File: src/rtl/line_window_if.sv
// rtl/line_window_if.sv - pixel stream in / KxK window stream out bundle
interface line_window_if #(
  parameter int DATA_WIDTH  = 16,
  parameter int KERNEL_SIZE = 3
);
  logic [DATA_WIDTH-1:0]                         pixel_in;
  logic                                          pixel_valid;
  logic [KERNEL_SIZE*KERNEL_SIZE*DATA_WIDTH-1:0] window_out;
  logic                                          window_valid;
  logic                                          frame_done;

  modport master (
    output pixel_in, pixel_valid,
    input  window_out, window_valid, frame_done
  );

  modport slave (
    input  pixel_in, pixel_valid,
    output window_out, window_valid, frame_done
  );
endinterface

File: src/rtl/line_window.sv
// rtl/line_window.sv - KxK sliding window generator over a raster pixel stream
module line_window #(
  parameter int DATA_WIDTH  = 16,
  parameter int KERNEL_SIZE = 3,
  parameter int IMG_WIDTH   = 28,
  parameter int IMG_HEIGHT  = 28
) (
  input logic          clk,
  input logic          rst_n,
  line_window_if.slave win_if
);
  localparam int K  = KERNEL_SIZE;
  localparam int CW = $clog2(IMG_WIDTH);
  localparam int RW = $clog2(IMG_HEIGHT);

  logic [CW-1:0]         col;
  logic [RW-1:0]         row;
  logic [DATA_WIDTH-1:0] line_buf [K-1][IMG_WIDTH];
  logic [DATA_WIDTH-1:0] new_col  [K];
  logic [DATA_WIDTH-1:0] win      [K][K];
  logic [K*K*DATA_WIDTH-1:0] win_flat;
  logic accept, col_last, row_last, win_ready;
  logic window_valid_q, frame_done_q;

  assign accept    = win_if.pixel_valid;
  assign col_last  = (col == CW'(IMG_WIDTH - 1));
  assign row_last  = (row == RW'(IMG_HEIGHT - 1));
  assign win_ready = (row >= RW'(K - 1)) && (col >= CW'(K - 1));

  // Incoming image column: oldest stored row on top, live pixel at the bottom.
  always_comb begin
    for (int i = 0; i < K - 1; i++) begin
      new_col[i] = line_buf[i][col];
    end
    new_col[K-1] = win_if.pixel_in;
  end

  // Line buffers carry no reset; a window is only flagged once every row it
  // covers has been rewritten in the current frame.
  always_ff @(posedge clk) begin
    if (accept) begin
      for (int i = 0; i < K - 1; i++) begin
        line_buf[i][col] <= new_col[i+1];
      end
    end
  end

  always_ff @(posedge clk or negedge rst_n) begin
    if (!rst_n) begin
      col            <= '0;
      row            <= '0;
      window_valid_q <= 1'b0;
      frame_done_q   <= 1'b0;
      for (int i = 0; i < K; i++) begin
        for (int j = 0; j < K; j++) begin
          win[i][j] <= '0;
        end
      end
    end else if (accept) begin
      if (col_last) begin
        col <= '0;
        row <= row_last ? '0 : row + 1'b1;
      end else begin
        col <= col + 1'b1;
      end
      window_valid_q <= win_ready;
      frame_done_q   <= col_last && row_last;
      for (int i = 0; i < K; i++) begin
        for (int j = 0; j < K - 1; j++) begin
          win[i][j] <= win[i][j+1];
        end
        win[i][K-1] <= new_col[i];
      end
    end else begin
      window_valid_q <= 1'b0;
      frame_done_q   <= 1'b0;
    end
  end

  // Element (0,0) lands in the most significant slot.
  always_comb begin
    win_flat = '0;
    for (int i = 0; i < K; i++) begin
      for (int j = 0; j < K; j++) begin
        win_flat[(K*K-(i*K+j))*DATA_WIDTH-1 -: DATA_WIDTH] = win[i][j];
      end
    end
  end

  assign win_if.window_out   = win_flat;
  assign win_if.window_valid = window_valid_q;
  assign win_if.frame_done   = frame_done_q;
endmodule
File: src/flat_wrapper.sv
// flat-port wrapper written by rule: the top's interface ports become plain ports
module line_window_flat 
#(
  parameter int DATA_WIDTH  = 16,
  parameter int KERNEL_SIZE = 3,
  parameter int IMG_WIDTH   = 28,
  parameter int IMG_HEIGHT  = 28
)
  (clk, rst_n, win_if_pixel_in, win_if_pixel_valid, win_if_window_out, win_if_window_valid, win_if_frame_done);
  line_window_if #(.DATA_WIDTH(DATA_WIDTH), .KERNEL_SIZE(KERNEL_SIZE)) win_if_i ();
  input logic clk;
  input logic rst_n;
  input wire logic [$bits(win_if_i.pixel_in)-1:0] win_if_pixel_in;
  input wire logic [$bits(win_if_i.pixel_valid)-1:0] win_if_pixel_valid;
  output wire logic [$bits(win_if_i.window_out)-1:0] win_if_window_out;
  output wire logic [$bits(win_if_i.window_valid)-1:0] win_if_window_valid;
  output wire logic [$bits(win_if_i.frame_done)-1:0] win_if_frame_done;
  assign win_if_i.pixel_in = win_if_pixel_in;
  assign win_if_i.pixel_valid = win_if_pixel_valid;
  assign win_if_window_out = win_if_i.window_out;
  assign win_if_window_valid = win_if_i.window_valid;
  assign win_if_frame_done = win_if_i.frame_done;
  line_window #(.DATA_WIDTH(DATA_WIDTH), .KERNEL_SIZE(KERNEL_SIZE), .IMG_WIDTH(IMG_WIDTH), .IMG_HEIGHT(IMG_HEIGHT)) u_core (.clk(clk), .rst_n(rst_n), .win_if(win_if_i));
endmodule
File: config.mk
export PLATFORM = sky130hd
export DESIGN_NAME = line_window_flat
export DESIGN_NICKNAME = d
export VERILOG_FILES = /design/src/rtl/line_window_if.sv /design/src/rtl/line_window.sv /design/src/flat_wrapper.sv
export SDC_FILE = /design/constraint.sdc
export NUM_CORES = 1
export LEC_CHECK = 0
export CORE_MARGIN = 4
export CORE_UTILIZATION = 53
export CTS_CLUSTER_DIAMETER = 60
export DETAILED_ROUTE_END_ITERATION = 10
export GPL_ROUTABILITY_DRIVEN = 1
export PLACE_DENSITY = 0.71
export SLEW_MARGIN = 10
export SYNTH_ARGS = -nofsm -noshare
export SYNTH_HDL_FRONTEND = slang
export SYNTH_SLANG_ARGS = --single-unit
File: constraint.sdc
create_clock -name clk -period 4.8 [get_ports clk]
set_clock_uncertainty 0.1 [all_clocks]
set_input_delay 0.48 -clock clk [delete_from_list [all_inputs] [get_ports clk]]
set_output_delay 0.48 -clock clk [all_outputs]
set_load 0.02 [all_outputs]
; ---- Word-level counts from Yosys, hierarchy flattened
; Memory sizes are Yosys's and may differ from the RTL's.
; Index checks and enable logic that the tools add are counted.
[word_totals]
ff_bits = 156
latchBits = 0
mem_bits_rw = 896
romBits = 0
in_bits = 19
output_inout_bits = 146
elab_cells = 41
memories = 1
[memory_table]
columns = memory, depth, width, read_ports, rd_clocked_by_memory_dff, write_ports, line_no
row1 = u_core.line_buf, 2, 448, 2, 0, 2, line_window.sv:18  ; logic [DATA_WIDTH-1:0] line_buf [K-1][IMG_WIDTH];
[op_classes]
add_sub_neg = 2
n_mul = 0
n_div = 0
magnitude_cmp = 4
n_eq_ne = 2
shifts = 0
mux = 14
n_bitwise = 1
reduce_logical = 4
[op_table]
columns = operator, count
row1 = 2-to-1 mux 448 bit, 1
row2 = binary-select mux 16 bit (select 5 bit), 2
row3 = demux 16 bit (select 5 bit), 1
row4 = 2-to-1 mux 16 bit, 5
row5 = adder 5 x 1 -> 5 bit (second input constant), 2
row6 = == test 5 bit (second input constant), 2
row7 = >= comparator 5 x 2 -> 1 bit (second input constant), 2
row8 = 2-to-1 mux 5 bit, 2
row9 = >= comparator 6 bit (second input constant), 1
row10 = less-than comparator 6 x 1 -> 1 bit (second input constant), 1
row11 = NOT 5 -> 6 bit, 1
row12 = logical AND 1 bit, 3
row13 = 2-to-1 mux 1 bit, 3
row14 = AND reduction 2 bit, 1

; ---- Depth between registers and ports, before layout
[depth]
depth_word = 6
ltp_mapped = 9

; ---- Least setup slack after synthesis
; No wires, ideal clock.
[synth_timing]
path_kind = register -> register
from = reg u_core.col[1]
to = mem u_core.line_buf[0][100] (netlist name) (enable)
setup_time_ps = 421
arrival_ps = 2864
required_ps = 4279
setup_slack_ps = 1415
path_stages_with_launch = 9
path_buffers = 4
synth_period_minus_slack_ps = 3385
cell_sequence = dfrtp_1 > buf_2 > buf_2 > buf_2 > buf_2 > inv_2 > ha_1 > nand2_1 > nor2_1
[synth_lines]
columns = item, line_no
row1 = start: declaration, line_window.sv:16  ; logic [CW-1:0] col;
row2 = start signal: assignment, line_window.sv:64  ; col <= col + 1'b1;
row3 = end: declaration, line_window.sv:18

==> flow_summary.toml <==
[global_routing]
grt_pass1_wl_mm = 148.7
grt-busiest-layer = "met2"
grtUsageMet2_pct = 40.42
grt_use_met3_pct = 4.980
antenna_found_initial = 2
grt_util_met1_pct = 34.99
grt_max_degree = 88
grtUsageTotal_pct = 25.19
grt.overflow.total = 0
first_global_vias = 21220

[worst_setup_path]
rrSetupSlack_ns = 0.71
reg2reg_to = "u_core.line_buf[0][206]"
cpMaxStageDelayCell = "dfrtp_1"
arrival_ns = 4.35
crit_type = "reg2reg"
crit_chain = "or4b_1, o22ai_1, a211oi_1, nand3_1, buf_4"
rr_worst_depth = 5
crit_path_max_fanout = 28
critical_path.endpoint = "u_core.line_buf[0][206]"
r2r-start = "u_core.col[4]"
crit_required_ns = 5.06
crit_start = "u_core.col[4]"
critPathLaunchType = "register"
critPathMaxStageDelay_ns = 1.10
end_kind = "register"

[placement]
detailedPlace.worstSlack_ns = 0.8609
dp_hpwl_mm = 60.95
placedCellCount = 3162
numPortBuffers = 164
gp_congestion = 0.8158
placed_cell_area_sq_mm = 0.04360

[synth]
synth_xor_area_share_pct = 0.08704
synth_top_family_by_area = "multiplexers"
synthCells = 2058
avgSynthCellArea_sq_um = 19.56
ys_seq_area_share_pct = 76.54
synth-seq-cells = 1052
synth_compound_area_share_pct = 3.227
synth_fa_ha_area_share_pct = 0.1865
synthMuxAreaShare_pct = 15.52
ys_async_sr_fraction_pct = 14.83
yosys.area_share.simple_pct = 2.863
netlist_area_sq_mm = 0.04025
synth_edf_count = 896
ys_types = 51
syn-num-nets = 2083
yosysWarnings = 0
ys.flop_type = "edfxtp_1"

[die]
io_pins = 165
core_area_sq_mm = 0.07482
die_w_microns = 283.6
dieArea_sq_mm = 0.08042
rows = 100
start_util_pct = 53.80
fp.dieH_microns = 283.6

[drt]
dr.pass1.iters = 6
drc_errors = 0
drt_iter0_drc = 2757
wirelength_mm = 102.9
viasPerCell = 6.414
ant_nets = 0
post_drt_wl_per_cell_microns = 30.66
vias = 21530

[cts]
cts_root_buf = "clkbuf_16"
h-tree-depth = 3
clock_sinks = 1052
postCtsSetupRepairBufs = 0
cts_buffers = 102
clk_latency_ns = 0.65
clock_path_buffers = 3
cts_tree = "built"
clk_pin_slew_ns = 0.06

[finish]
instances_no_fill = 3357
area_delta_synth_final_pct = 17.28
stdcell_area_sq_mm = 0.04721
drive_above_1_share_pct = 22.12
nets = 2323
finish.utilization_pct = 63.09

[timing]
finalSetupViolations = 0
layout_min_cycle_time_ns = 4.090
fmax_mhz = 244.5
hold_slack_ns = 0.3740
hold_viol = 0
fin_setup_tns_ns = 0
rsz0062_at_grt = "no"
finalCritPeriodShare_pct = 85.22
worstMarginPinSlew_ns = 1.206
slew_viol_final = 0
setup_slack_ns = 0.7096
max_slew_margin_pct = 19.36

[pwr]
ir_drop_uv = 387.9
p_leak_nw = 15.84
p_total_mw = 29.35
power_density_mw_per_mm2 = 621.8

[hold_path]
min_path_type = "in2async"

[run_status]
status = "completed"

[flow_run]
max_cap_viol_count = 0
[layer usage]
layer  up-vias  part of all wire, %
li1       8820                    -
met1     11220                   39
met2      1270                   48
met3       220                  9.7
met4         4                  3.4
met5         -                0.026
[timing repair]
action,CTS,global route
hold buffers,1,0
hold endpoints to repair,85,0
resized for setup,0,0
setup endpoints to repair,0,0
[where the power goes]
group	internal (mW)	switching (mW)	total [mW]
logic	2.89	4.95	7.84
registers	12.3	0.812	13.1
clock network	5.14	3.31	8.45
[worst min path at each step]
stage	to	slack, ns	cells after the start
detailed placement	u_core.win_if.window_out[92]	0.39	1
floorplan	u_core.col[0]	0.08	0
CTS	u_core.win_if.window_out[53]	0.37	3
finish	u_core.win_if.window_out[4]	0.37	2
global route	u_core.win_if.window_out[44]	0.42	1
global placement	u_core.win_if.window_out[41]	0.39	1
[cell families (layout without fill, tap and decap cells)]
group,Yosys count,count (layout)
AO/OA/AOI/OAI,182,182
XOR/XNOR,4,4
adder cells (fa/ha/maj),6,6
buffers and inverters,117,446
flip-flops,1052,1052
multiplexers,459,459
other,0,1
AND/OR/NAND/NOR,238,238
[layout make-up]
cell class              count  area [sq um]
flip-flops and latches   1052         30820
fillers                  4980         27620
multi-input cells         889          9020
clock buffers             143          2903
repair buffers            249          2540
well taps                 969          1212
clock inverters            50         694.4
inverters                   4         15.01
diodes                      1         2.502
[flip-flops by register name (all words and copies together) (netlist names)]
signal and cells:
u_core.col 5, u_core.line_buf 896, u_core.win_if.window_out 144, u_core.row 5, u_core.win_if.frame_done 1, u_core.win_if.window_valid 1
[Yosys cell counts (3+ instances only)]
cell type / instances / area, sq um
buf_2: 40 / 200.2
nor3_1: 5 / 25.02
dfrtp_1: 156 / 3904
a211oi_1: 20 / 150.1
o21ai_1: 4 / 20.02
edfxtp_1: 896 / 26910
mux4_2: 119 / 2680
a31oi_1: 14 / 87.58
buf_6: 7 / 78.83
clkbuf_1: 38 / 142.6
mux2_2: 132 / 1486
o221ai_1: 7 / 61.31
nand4b_1: 3 / 26.28
a22oi_1: 36 / 270.3
buf_4: 24 / 180.2
nor4_1: 6 / 37.54
mux2i_1: 208 / 2082
nand4bb_1: 4 / 45.04
a22o_1: 3 / 26.28
and2_1: 6 / 37.54
and3b_1: 3 / 26.28
buf_1: 4 / 15.01
nor2b_1: 11 / 68.82
nor2_1: 79 / 296.5
nand4_1: 16 / 100.1
nand3_1: 25 / 125.1
o22ai_1: 53 / 331.6
a21oi_1: 4 / 20.02
a41oi_1: 24 / 210.2
ha_1: 6 / 75.07
nand2_1: 67 / 251.5
or4b_1: 3 / 30.03
o21ai_0: 7 / 35.03
[worst max-delay path: cells and delay by family (launching register included)]
kind	cells	cell delay, ns
AO/OA/AOI/OAI	2	0.78
buffers and inverters	1	0.36
flip-flops	1	1.10
AND/OR/NAND/NOR	2	1.43
[cells in the final DEF (no fill, tap or decap), types with 7 or more instances in the layout]
cell type and n:
mux2_2 132, a41oi_1 24, dfrtp_1 153, o22ai_1 53
clkbuf_8 11, nand4_1 16, buf_4 64, buf_12 20
clkinv_2 16, edfxtp_1 896, nor2_4 28, a211oi_1 20
mux4_2 119, clkinv_1 11, o21ai_0 7, nand3_1 25
clkbuf_16 107, a31oi_1 14, o221ai_1 7, clkdlybuf4s50_1 162
nor2b_1 11, mux2i_1 208, nor2_1 51, nand2_1 67
bufinv_16 17, clkbuf_1 27, a22oi_1 36
(Power assumes the default switching activity.)
==> RTL change 1: new RTL, config.mk and constraints unchanged <==
`IMG_WIDTH` is set to 28 in 2 places; all go to 32.
--- a/src/rtl/line_window.sv
+++ b/src/rtl/line_window.sv
@@ -2,7 +2,7 @@
 module line_window #(
   parameter int DATA_WIDTH  = 16,
   parameter int KERNEL_SIZE = 3,
-  parameter int IMG_WIDTH   = 28,
+  parameter int IMG_WIDTH   = 32,
   parameter int IMG_HEIGHT  = 28
 ) (
   input logic          clk,
--- a/src/flat_wrapper.sv
+++ b/src/flat_wrapper.sv
@@ -3,7 +3,7 @@
 #(
   parameter int DATA_WIDTH  = 16,
   parameter int KERNEL_SIZE = 3,
-  parameter int IMG_WIDTH   = 28,
+  parameter int IMG_WIDTH   = 32,
   parameter int IMG_HEIGHT  = 28
 )
   (clk, rst_n, win_if_pixel_in, win_if_pixel_valid, win_if_window_out, win_if_window_valid, win_if_frame_done);
Behaviour: no difference found for any inputs over 4 cycles, from zero or initial values and one cycle with rst_n low; that may be too few to reach the edited logic, so the function may still have changed.
==> RTL change 1 against the original RTL <==
- power increased by 10%
- synthesized area up 12%
- first-iteration DRC count increased by 10%
- worst setup slack improved by 0.17 ns
- cell count grew 13%
- count of clock-buffer cells in the layout grew 5
- sequential cell count increased by 128
- cell area grew 11%
- synthesized cell count rose by 12%
- routed wire length increased by 9.4%
- largest cell class unchanged
- largest power group unchanged
==> RTL change 1: results <==
metrics = {
    "status": {
        "outcome": "completed",
    },
    "route": {
        "routed_wl_mm": 113,
        "drtIter0Drc": 3039,
        "first_pass_iters": 5,
        "via_per_inst": 6.31,
    },
    "yosys": {
        "yosys-top-cells-area": "edfxtp_1 (69%), dfrtp_1 (8.7%), mux2i_1 (7.2%)",
        "syn_inst": 2313,
        "synth-edff-count": 1024,
        "ys_seq_area_share_pct": 77.2,
        "synth_cell_types": 53,
        "yosysTopAreaCellShare_pct": 68.5,
        "synth-async-reset-ratio_pct": 13.2,
    },
    "global_routing": {
        "met3_usage_pct": 4.94,
        "antenna_found_initial": 3,
        "grt_max_degree": 83,
        "grt_pass1_wl_mm": 163,
        "met1_usage_pct": 36.2,
        "groute.usage.overall_pct": 25.0,
        "grt_util_met2_pct": 39.6,
        "grt_pass1_vias": 23600,
    },
    "power": {
        "peakVddDrop_mv": 0.375,
        "p_sw_mw": 9.97,
        "leakage_nw": 17.7,
    },
    "sta": {
        "maxSlewHeadroom_pct": 16.9,
    },
    "layout": {
        "regMostFlops": "u_core.line_buf",
        "n_antenna_cell": 0,
        "nNetsFinal": 2598,
        "largest_register_ffs": 1024,
        "fill_cells": 5637,
        "drive_above_1_share_pct": 20.3,
    },
    "worst_setup_path": {
        "cp_slowest_stage_delay_ns": 1.13,
        "cp.arrival_ns": 3.96,
        "path_max_fanout": 60,
        "r2r-end": "u_core.line_buf[0][437]",
        "crit_end": "u_core.line_buf[0][437]",
        "reg2reg_slack_ns": 0.88,
        "rr_startpoint": "u_core.col[1]",
        "crit_slowest_cell": "dfrtp_4",
    },
    "cts": {
        "insertion_delay_ns": 0.67,
        "cts_buffers": 112,
    },
    "place": {
        "hpwl_mm": 66.3,
        "gp_congestion": 0.839,
    },
}
[RTL change 1: final cells by class]
class                   count  area (um^2)  share of cell area, %
clock buffers             148         3110                   5.94
clock inverters            60          704                   1.34
inverters                   5         18.8                 0.0358
multi-input cells         995         9790                   18.7
flip-flops and latches   1180        34700                   66.1
well taps                1134         1420                   2.71
repair buffers            278         2730                   5.20
[RTL change 1: worst min path at each step]
stage	start	to	depth (start not counted)
after global routing	win_if_pixel_valid	u_core.win_if.window_out[56]	2
after floorplan	rst_n	u_core.col[0]	0
final	win_if_pixel_valid	u_core.win_if.window_out[48]	2
after CTS	win_if_pixel_valid	u_core.win_if.window_out[60]	2
after global placement	u_core.win_if.window_out[133]	u_core.win_if.window_out[133]	1
after detailed placement	u_core.win_if.window_out[90]	u_core.win_if.window_out[90]	1
[RTL change 1: kinds of logic (layout without fill, tap and decap cells)]
family                   Yosys count  after routing  synth area share, %
flip-flops                      1180           1180                 77.2
multiplexers                     529            529                 14.8
AO/OA/AOI/OAI                    243            243                 3.62
AND/OR/NAND/NOR                  216            216                 2.60
buffers and inverters            138            491                 1.54
adder cells (fa/ha/maj)            7              7                0.195
[RTL change 1: worst reg2reg max path, stage by stage (launching register included)]
cell and delay, ns:
dfrtp_4 1.13, buf_4 0.45, mux2i_1 0.23, o22ai_1 0.11
nor4_1 0.56, nand2_1 0.79
[RTL change 1: layer usage]
metal	up-vias	share of wire (%)
met5	-	0
met4	0	2.3
met3	164	10
met2	1373	48
met1	12500	40
li1	9924	-
[RTL change 1: per-stage QoR]
step	cell area, um^2	setup slack [ns]	total power, mW	cells	hold WS (ns)
after floorplan	44900	0.410	19.6	2313	0.0844
after global placement	48600	0.981	23.1	3591	0.389
after detailed placement	48600	0.983	23.4	3591	0.395
after CTS	52500	0.958	32.4	3800	0.220
after global routing	52400	0.694	33.4	3800	0.264
final	52400	0.881	32.3	3800	0.265
[RTL change 1: power groups by stage]
stage / Sequential (mW) / Clock (mW) / Combinational, mW
floorplan: 14.9 / 0 / 4.66
global placement: 14.7 / 0 / 8.44
detailed placement: 14.7 / 0 / 8.69
CTS: 14.5 / 9.13 / 8.72
global route: 14.6 / 9.61 / 9.19
finish: 14.5 / 9.05 / 8.72
==> RTL change 2: new RTL, config.mk and constraints unchanged <==
Made on the original files. Make the reset (`rst_n`) synchronous in one clocked block.
--- a/src/rtl/line_window.sv
+++ b/src/rtl/line_window.sv
@@ -45,7 +45,7 @@
     end
   end
 
-  always_ff @(posedge clk or negedge rst_n) begin
+  always_ff @(posedge clk) begin
     if (!rst_n) begin
       col            <= '0;
       row            <= '0;
Function: differs if rst_n is asserted again (counterexample within 4 cycles, from zero or initial values and one cycle with rst_n low); with rst_n held inactive, the same outputs for 4 cycles.
==> RTL change 2 against the original RTL <==
- count of clock-buffer cells in the layout down 29
- cell count down 2.2%
- cell area down 0.55%
- first-iteration DRC count down 3.0%
- die area about the same
- core utilization down 0.35 points
- routed wire length up 0.18%
- worst setup slack better by 0.62 ns
- critical path depth down 1
- sequential cell count unchanged
- synthesized area about the same
- critical path type unchanged
Power is not compared: it rests on default switching activity, and its combinational part moved more than twofold at a synthesized area within 25%.
==> RTL change 2: results <==
metrics = {
    "layout": {
        "fill_cells": 4958,
        "nNetsFinal": 2257,
        "drive_above_1_share_pct": 18.5,
        "fin_cells": 3284,
    },
    "route": {
        "first_pass_iters": 5,
        "routed_wl_mm": 103,
        "vias": 21100,
        "drtIter0Drc": 2674,
    },
    "place": {
        "dp_cells": 3099,
        "placed_area_um2": 43600,
        "gp_congestion": 0.830,
        "pre_cts_slack_ns": 1.39,
        "hpwl_mm": 59.5,
    },
    "global_routing": {
        "grt_max_degree": 111,
        "groute.usage.overall_pct": 25.4,
        "antenna_found_initial": 3,
    },
    "yosys": {
        "synthTopCellsByCount": "edfxtp_1 (1040), mux2i_1 (175), mux4_2 (139)",
        "synth-async-reset-ratio_pct": 0,
        "synth_nets": 2027,
        "ys_seq_area_share_pct": 78.2,
        "yosys-top-cells-area": "edfxtp_1 (78%), mux4_2 (7.8%), mux2i_1 (4.4%)",
        "synth_cell_types": 55,
        "synth-edff-count": 1040,
        "syn_inst": 2001,
    },
    "sta": {
        "finalCriticalPeriod_ns": 3.47,
        "timing_worst_slew_pin_value_ns": 1.27,
    },
    "worst_setup_path": {
        "crit_end": "u_core.line_buf[0][151]",
        "r2r-end": "u_core.line_buf[0][151]",
        "reg2reg_slack_ns": 1.33,
        "path_max_fanout": 44,
        "worst-r2r-cell-count": 4,
        "cp.arrival_ns": 3.44,
        "critPathLaunch": "u_core.col[1]",
    },
    "status": {
        "outcome": "completed",
    },
    "cts": {
        "cts_buffers": 99,
    },
    "worst_hold_path": {
        "hold_class": "in -> reg",
    },
}
[RTL change 2: changes by cell type in the layout (fill, tap and decap cells not counted), sizes merged, moves of 23 or more]
cell / before / now
dfrtp: 156 / 0
edfxtp: 896 / 1040
mux2: 132 / 0
and3: 2 / 114
nor2: 79 / 42
mux2i: 208 / 175
a22oi: 36 / 68
clkbuf: 145 / 114
o22ai: 53 / 22
a21oi: 4 / 29
a22o: 3 / 26
[RTL change 2: worst min path at each step]
stage | from | endpoint | slack (ns) | cells past startpoint
6_report | win_if_pixel_valid | u_core.col[0] | 0.20 | 3
5_1_grt | win_if_pixel_valid | u_core.col[3] | 0.21 | 4
4_1_cts | win_if_pixel_valid | u_core.col[0] | 0.16 | 3
3_5_place_dp | u_core.row[4] | u_core.row[4] | 0.38 | 2
3_3_place_gp | u_core.row[4] | u_core.row[4] | 0.37 | 2
2_1_floorplan | u_core.row[4] | u_core.row[4] | 0.36 | 2
[RTL change 2: final cells by class]
class                           instances  area [um^2]  area share [%]
Clock buffer                          114         2600            5.53
Sequential cell                      1052        31500            67.1
Tap cell                              969         1210            2.58
Timing Repair Buffer                  251         2550            5.44
Multi-Input combinational cell        822         8350            17.8
Inverter                                5         18.8          0.0400
Clock inverter                         70          733            1.56
Antenna cell                            1         2.50         0.00533
[RTL change 2: layer usage]
metal | vias up | global-route usage, % | part of all wire (%)
li1 | 8726 | - | -
met1 | 10900 | 34.1 | 38
met3 | 187 | 7.73 | 11
met2 | 1271 | 40.3 | 48
met5 | - | 0 | 0
met4 | 0 | 8.03 | 2.9
[RTL change 2: cells by family (layout without fill, tap and decap cells)]
logic type / Yosys count / after routing / synth area share, %
xor+xnor: 6 / 6 / 0.131
fa+ha+maj: 7 / 7 / 0.218
simple gates: 309 / 309 / 4.17
buf+inv: 127 / 440 / 1.66
compound gates: 186 / 186 / 3.49
flops: 1052 / 1052 / 78.2
mux: 314 / 314 / 12.1
other cells: 0 / 1 / 0
[RTL change 2: power groups by stage]
| stage | Combinational (mW) | Sequential [mW] | Clock [mW] |
|---|---|---|---|
| global route | 1.44 | 10.5 | 8.47 |
| global placement | 1.34 | 10.7 | 0 |
| floorplan | 0.701 | 10.7 | 0 |
| CTS | 1.37 | 10.5 | 8.04 |
| finish | 1.36 | 10.5 | 7.97 |
| detailed placement | 1.36 | 10.7 | 0 |
[RTL change 2: critical path, stage by stage (launching register included)]
cell	delay (ns)
dfxtp_4	0.88
mux4_2	0.59
a32o_1	0.28
a221oi_2	0.21
nand3_1	0.81
